`src/rtl/fetch_sequencer.sv`:
```
// Instruction fetch sequencer: PC owner, fetch queue, redirect/flush, end-of-program drain to halt.
// First instruction valid two cycles after start; a full queue with inst_ready low stalls the PC.
module fetch_sequencer #(
    parameter int unsigned DEPTH    = 2,
    parameter logic [31:0] RESET_PC = 32'h0000_0000,
    parameter logic [31:0] END_PC   = 32'h0000_0040
) (
    input  logic        clk,
    input  logic        rst_n,
    input  logic        start,
    output logic [31:0] mem_pc,
    input  logic [31:0] mem_instruction,
    input  logic        redirect_valid,
    input  logic [31:0] redirect_pc,
    output logic        inst_valid,
    input  logic        inst_ready,
    output logic [31:0] inst_out,
    output logic [31:0] inst_pc,
    output logic        busy,
    output logic        halted,
    output logic        align_err
);

    localparam int unsigned PW = $clog2(DEPTH);
    localparam int unsigned CW = $clog2(DEPTH) + 1;
    localparam logic [CW-1:0] DEPTH_C = CW'(DEPTH);

    typedef enum logic [1:0] {
        ST_IDLE,
        ST_RUN,
        ST_DRAIN,
        ST_HALTED
    } state_t;

    typedef struct packed {
        logic [31:0] pc;
        logic [31:0] ins;
    } entry_t;

    state_t        state_q, state_d;
    logic [31:0]   fetch_pc_q, fetch_pc_d;
    entry_t        fifo_q [DEPTH];
    entry_t        fifo_d [DEPTH];
    logic [PW-1:0] wr_ptr_q, wr_ptr_d;
    logic [PW-1:0] rd_ptr_q, rd_ptr_d;
    logic [CW-1:0] count_q, count_d;
    logic          align_err_q, align_err_d;

    logic          redirect_take;
    logic          push;
    logic          pop;
    logic [31:0]   redirect_tgt;
    entry_t        head;

    assign head       = fifo_q[rd_ptr_q];
    assign inst_valid = (count_q != '0);
    assign inst_out   = inst_valid ? head.ins : 32'h0;
    assign inst_pc    = inst_valid ? head.pc  : 32'h0;
    assign mem_pc     = fetch_pc_q;
    assign busy       = (state_q == ST_RUN) || (state_q == ST_DRAIN);
    assign halted     = (state_q == ST_HALTED);
    assign align_err  = align_err_q;

    always_comb begin
        redirect_tgt  = {redirect_pc[31:2], 2'b00};
        redirect_take = redirect_valid && busy;
        pop           = inst_valid && inst_ready;
        // A pop this cycle frees a slot, so a full queue can still accept a fetch.
        push          = (state_q == ST_RUN) && !redirect_take && (fetch_pc_q != END_PC)
                        && ((count_q != DEPTH_C) || pop);
    end

    always_comb begin
        state_d     = state_q;
        fetch_pc_d  = fetch_pc_q;
        fifo_d      = fifo_q;
        wr_ptr_d    = wr_ptr_q;
        rd_ptr_d    = rd_ptr_q;
        count_d     = count_q;
        align_err_d = 1'b0;

        if (push) begin
            fifo_d[wr_ptr_q] = '{pc: fetch_pc_q, ins: mem_instruction};
            wr_ptr_d         = wr_ptr_q + PW'(1);
            fetch_pc_d       = fetch_pc_q + 32'd4;
        end
        if (pop) begin
            rd_ptr_d = rd_ptr_q + PW'(1);
        end
        case ({push, pop})
            2'b10:   count_d = count_q + CW'(1);
            2'b01:   count_d = count_q - CW'(1);
            default: count_d = count_q;
        endcase

        // The head handshake above still counts; everything left behind is dropped.
        if (redirect_take) begin
            wr_ptr_d    = '0;
            rd_ptr_d    = '0;
            count_d     = '0;
            fetch_pc_d  = redirect_tgt;
            align_err_d = (redirect_pc[1:0] != 2'b00);
        end

        case (state_q)
            ST_IDLE, ST_HALTED: begin
                if (start) begin
                    state_d    = ST_RUN;
                    fetch_pc_d = RESET_PC;
                    wr_ptr_d   = '0;
                    rd_ptr_d   = '0;
                    count_d    = '0;
                end
            end
            ST_RUN: begin
                if (redirect_take) begin
                    state_d = (redirect_tgt == END_PC) ? ST_DRAIN : ST_RUN;
                end else if (fetch_pc_d == END_PC) begin
                    state_d = ST_DRAIN;
                end
            end
            ST_DRAIN: begin
                if (redirect_take) begin
                    state_d = (redirect_tgt == END_PC) ? ST_DRAIN : ST_RUN;
                end else if (count_d == '0) begin
                    state_d = ST_HALTED;
                end
            end
            default: state_d = ST_IDLE;
        endcase
    end

    always_ff @(posedge clk or negedge rst_n) begin
        if (!rst_n) begin
            state_q     <= ST_IDLE;
            fetch_pc_q  <= RESET_PC;
            wr_ptr_q    <= '0;
            rd_ptr_q    <= '0;
            count_q     <= '0;
            align_err_q <= 1'b0;
            for (int i = 0; i < DEPTH; i++) begin
                fifo_q[i] <= '0;
            end
        end else begin
            state_q     <= state_d;
            fetch_pc_q  <= fetch_pc_d;
            wr_ptr_q    <= wr_ptr_d;
            rd_ptr_q    <= rd_ptr_d;
            count_q     <= count_d;
            align_err_q <= align_err_d;
            for (int i = 0; i < DEPTH; i++) begin
                fifo_q[i] <= fifo_d[i];
            end
        end
    end

    always @(posedge clk) begin
        if (rst_n) begin
            assert (!(push && !pop && (count_q == DEPTH_C)));
            assert (!(pop && (count_q == '0)));
        end
    end

endmodule

```
`config.mk`:
```
export PLATFORM = sky130hd
export DESIGN_NAME = fetch_sequencer
export DESIGN_NICKNAME = d
export VERILOG_FILES = /design/src/rtl/fetch_sequencer.sv
export SDC_FILE = /design/constraint.sdc
export NUM_CORES = 1
export LEC_CHECK = 0
export ABC_CLOCK_PERIOD_IN_PS = 4250
export CAP_MARGIN = 20
export CORE_MARGIN = 1.5
export CORE_UTILIZATION = 46
export CTS_CLUSTER_DIAMETER = 100
export DETAILED_ROUTE_END_ITERATION = 8
export PLACE_DENSITY = 0.72
export SLEW_MARGIN = 25
export SYNTH_ARGS = -nofsm -noshare
export SYNTH_HDL_FRONTEND = slang
export SYNTH_SLANG_ARGS = --single-unit
```
`constraint.sdc`:
```
create_clock -name clk -period 4.25 [get_ports clk]
set_input_delay 1.0625 -clock clk [delete_from_list [all_inputs] [get_ports clk]]
set_output_delay 1.0625 -clock clk [all_outputs]
set_load 0.01 [all_outputs]
```
==> flow_summary.yaml <==
status:
  run_status: "finished clean"
floorplanning:
  die_h_um: 139
  rows: 49
  start_util_pct: 47.1
  ios: 169
  core_um2: 18000
  die_x_um: 139
  die_area_um2: 19300
placed_design:
  dp.final_hpwl_um: 16200
  dp.cells: 1135
  numPortBuffers: 168
  gp_congestion: 0.965
logic_synthesis:
  synth-main-ff-cell: "dfrtp_1"
  synth-simple-area-share_pct: 13.2
  synth_edf_count: 0
  synth_top_family_by_area: "multiplexers"
  synth_area_um2: 8480
  syn-num-nets: 830
  yosys.area.top_type_share_pct: 49.3
  synth_compound_area_share_pct: 4.88
  synth_fa_ha_area_share_pct: 1.18
  yosysUniqueCellTypes: 56
  synth_area_leaders: "dfrtp_1 (49%), mux2_2 (17%), mux2i_1 (8.0%)"
  synthXorXnorAreaFrac_pct: 3.10
  synthMuxAreaShare_pct: 25.3
  syn_inst: 753
  yosysSeqAreaShare_pct: 49.3
  synth-seq-cells: 167
  synth.largest_area_cell: "dfrtp_1"
  ys_top_cells_by_count: "dfrtp_1 (167), mux2_2 (128), nor2_1 (114)"
  yosysMostFrequentCell: "dfrtp_1"
  avgSynthCellArea_um2: 11.3
  synth_warnings: 0
  synthArstFlopShare_pct: 100
sta:
  max_slew_margin_pct: 29.3
  fin_crit_ps: 3790
  final-hold-violation-count: 0
  tightest_slew_ps: 1060
  rsz0062_at_grt: "no"
  drv_slew: 0
  final-setup-viol-count: 0
  finalClockSkew_ps: 13.6
  finalSetupTns_ps: 0
  max_freq_ghz: 0.264
  timing.final.crit_share_pct: 89.3
clock_network:
  cts_resized: 0
  clk_pin_slew_worst_paths_ps: 70
  clk_latency_ps: 430
  cts_setup_buffers: 0
  cts_buffer_depth: 2
  htree_levels: 4
  root_buffer: "clkbuf_16"
  cts.sinks: 167
  numCtsBuffers: 17
  cts_hold_buf: 0
  cts_tree: "yes"
cells_and_area:
  final-seq-area_um2: 4180
  layout.nets: 1002
  fill_cells: 1544
  multi_input_area_um2: 4080
  instances_no_fill: 1167
  utilization_pct: 62.0
  n_antenna_cell: 0
  syn_to_final_growth_pct: 31.8
  drive_above_1_share_pct: 22.6
setup_path:
  critical-path-max-stage-delay_ps: 490
  ff2ff_path_depth: 15
  rr_endpoint: "state_q[1]"
  critPathMostFrequentCell: "o21ai_0"
  start_kind: "input port"
  worstSetupEndpointType: "flip-flop"
  r2r_slack_ps: 500
  rr_startpoint: "mem_pc[7]"
  crit_required_ps: 4600
  cp_data_arrival_time_ps: 4150
  cp_slowest_cell: "clkdlybuf4s50_1"
  crit_path_max_fanout: 5
  path_cells: "clkdlybuf4s50_1 > nand2b_2 > a21oi_2 > and2b_4 > inv_1 > ha_1 > nand3b_1 > a21oi_1 > nor3_1 > o21ai_0 > o21ai_0 > a211oi_1 > nand4_1 > o31ai_4 > mux2i_1"
  cp-startpoint: "redirect_valid"
  path_class: "in2reg"
power:
  p_leak_nw: 4.57
  ir_worst_vdd_uv: 449
  power_density_nw_per_um2: 748
route:
  drt_iter0_drc: 474
  vias_per_cell: 5.60
  avgRoutedWirePerCell_um: 19.4
  drcViolationCount: 0
  antenna_left: 0
  vias: 6531
  firstDrtPassIters: 5
  wirelength_um: 22600
hold_path:
  worstHoldPathType: "reg2reg"
  holdPathEnd: "fifo_q[74]"
  whs_path_depth: 1
  hold_start: "fifo_q[74]"
global_route:
  antenna_found_initial: 0
  grt_pass1_vias: 6626
  grt_max_degree: 81
  grt_pass1_wl_um: 36600
  overflow: 0
  track_usage_pct: 24.0
run:
  max-cap-violations: 0
-- kinds of logic (layout without fill, tap and decap cells) --
| logic type | count (synthesis) | count (layout) |
|---|---|---|
| AOI/OAI and AO/OA | 62 | 62 |
| and+or+nand+nor | 228 | 228 |
| DFF | 167 | 167 |
| muxes | 197 | 197 |
| adders and majority gates | 8 | 8 |
| buffers and inverters | 61 | 246 |
| xor gates and xnor gates | 30 | 30 |
-- how the worst max path moves through the flow --
stage	end	slack, ps	cells after the start
final	state_q[1]	460	15
after global routing	state_q[1]	230	15
after CTS	state_q[1]	500	11
after detailed placement	state_q[0]	60	11
after global placement	state_q[0]	90	11
after floorplan	state_q[0]	640	10
-- cells in the final DEF (no fill, tap or decap), types with 7 or more instances in the layout --
cell type          n
dfrtp_1          166
inv_6              7
nor2_1           113
o21ai_0           13
a21oi_1           14
nand4_1           13
a211oi_1          17
and3_1             7
mux2i_1           68
nor4_1            14
inv_1             14
nand3_1           10
clkbuf_16         17
nor3_1            15
xnor2_1           19
buf_4             28
nand2_1           22
clkdlybuf4s50_1  167
mux2_2           128
xor2_1            11
-- report_power, final --
part / total (W) / internal (W) / switching, W
combinational: 0.00374 / 0.00202 / 0.00171
clock: 0.00159 / 0.000893 / 0.000696
sequential: 0.00304 / 0.00233 / 0.000702
-- cell type report --
type / count / share of cell area, %
clock buffers: 17 / 3.81
clock inverters: 15 / 1.59
inverters: 14 / 0.470
multi-input cells: 525 / 36.5
flip-flops and latches: 167 / 37.4
well taps: 229 / 2.56
repair buffers: 200 / 17.7
-- routing by layer --
layer / GRT usage [%] / share of wire, % / vias up / routed length [um]
met1: 35.1 / 48 / 3231 / 10800
met3: 5.25 / 6.4 / 29 / 1440
met4: 6.20 / 1.5 / 0 / 329
met5: 0 / 0 / - / 0
met2: 36.3 / 44 / 255 / 9990
li1: - / - / 3016 / -
-- registers in the layout, indices dropped and copies added, names as in the netlist --
register,cells
align_err,1
count_q,2
fifo_q,128
mem_pc,32
rd_ptr_q,1
state_q,2
wr_ptr_q,1
-- metrics by stage --
step | setup WS (ps) | hold WS [ps] | cell area [um2] | power [W]
global route | 234 | 519 | 11200 | 0.00889
detailed placement | 63.0 | 494 | 10600 | 0.00679
floorplan | 639 | 480 | 8480 | 0.00513
global placement | 92.9 | 488 | 10600 | 0.00672
finish | 456 | 506 | 11200 | 0.00836
CTS | 502 | 510 | 11200 | 0.00842
-- worst max-delay path: cells and delay by family --
| kind | cells | cell delay [ps] |
|---|---|---|
| buf+inv | 2 | 530 |
| fa+ha+maj | 1 | 300 |
| compound gates | 6 | 1190 |
| simple gates | 5 | 850 |
| mux | 1 | 210 |
Power figures use the tool's default switching activity.
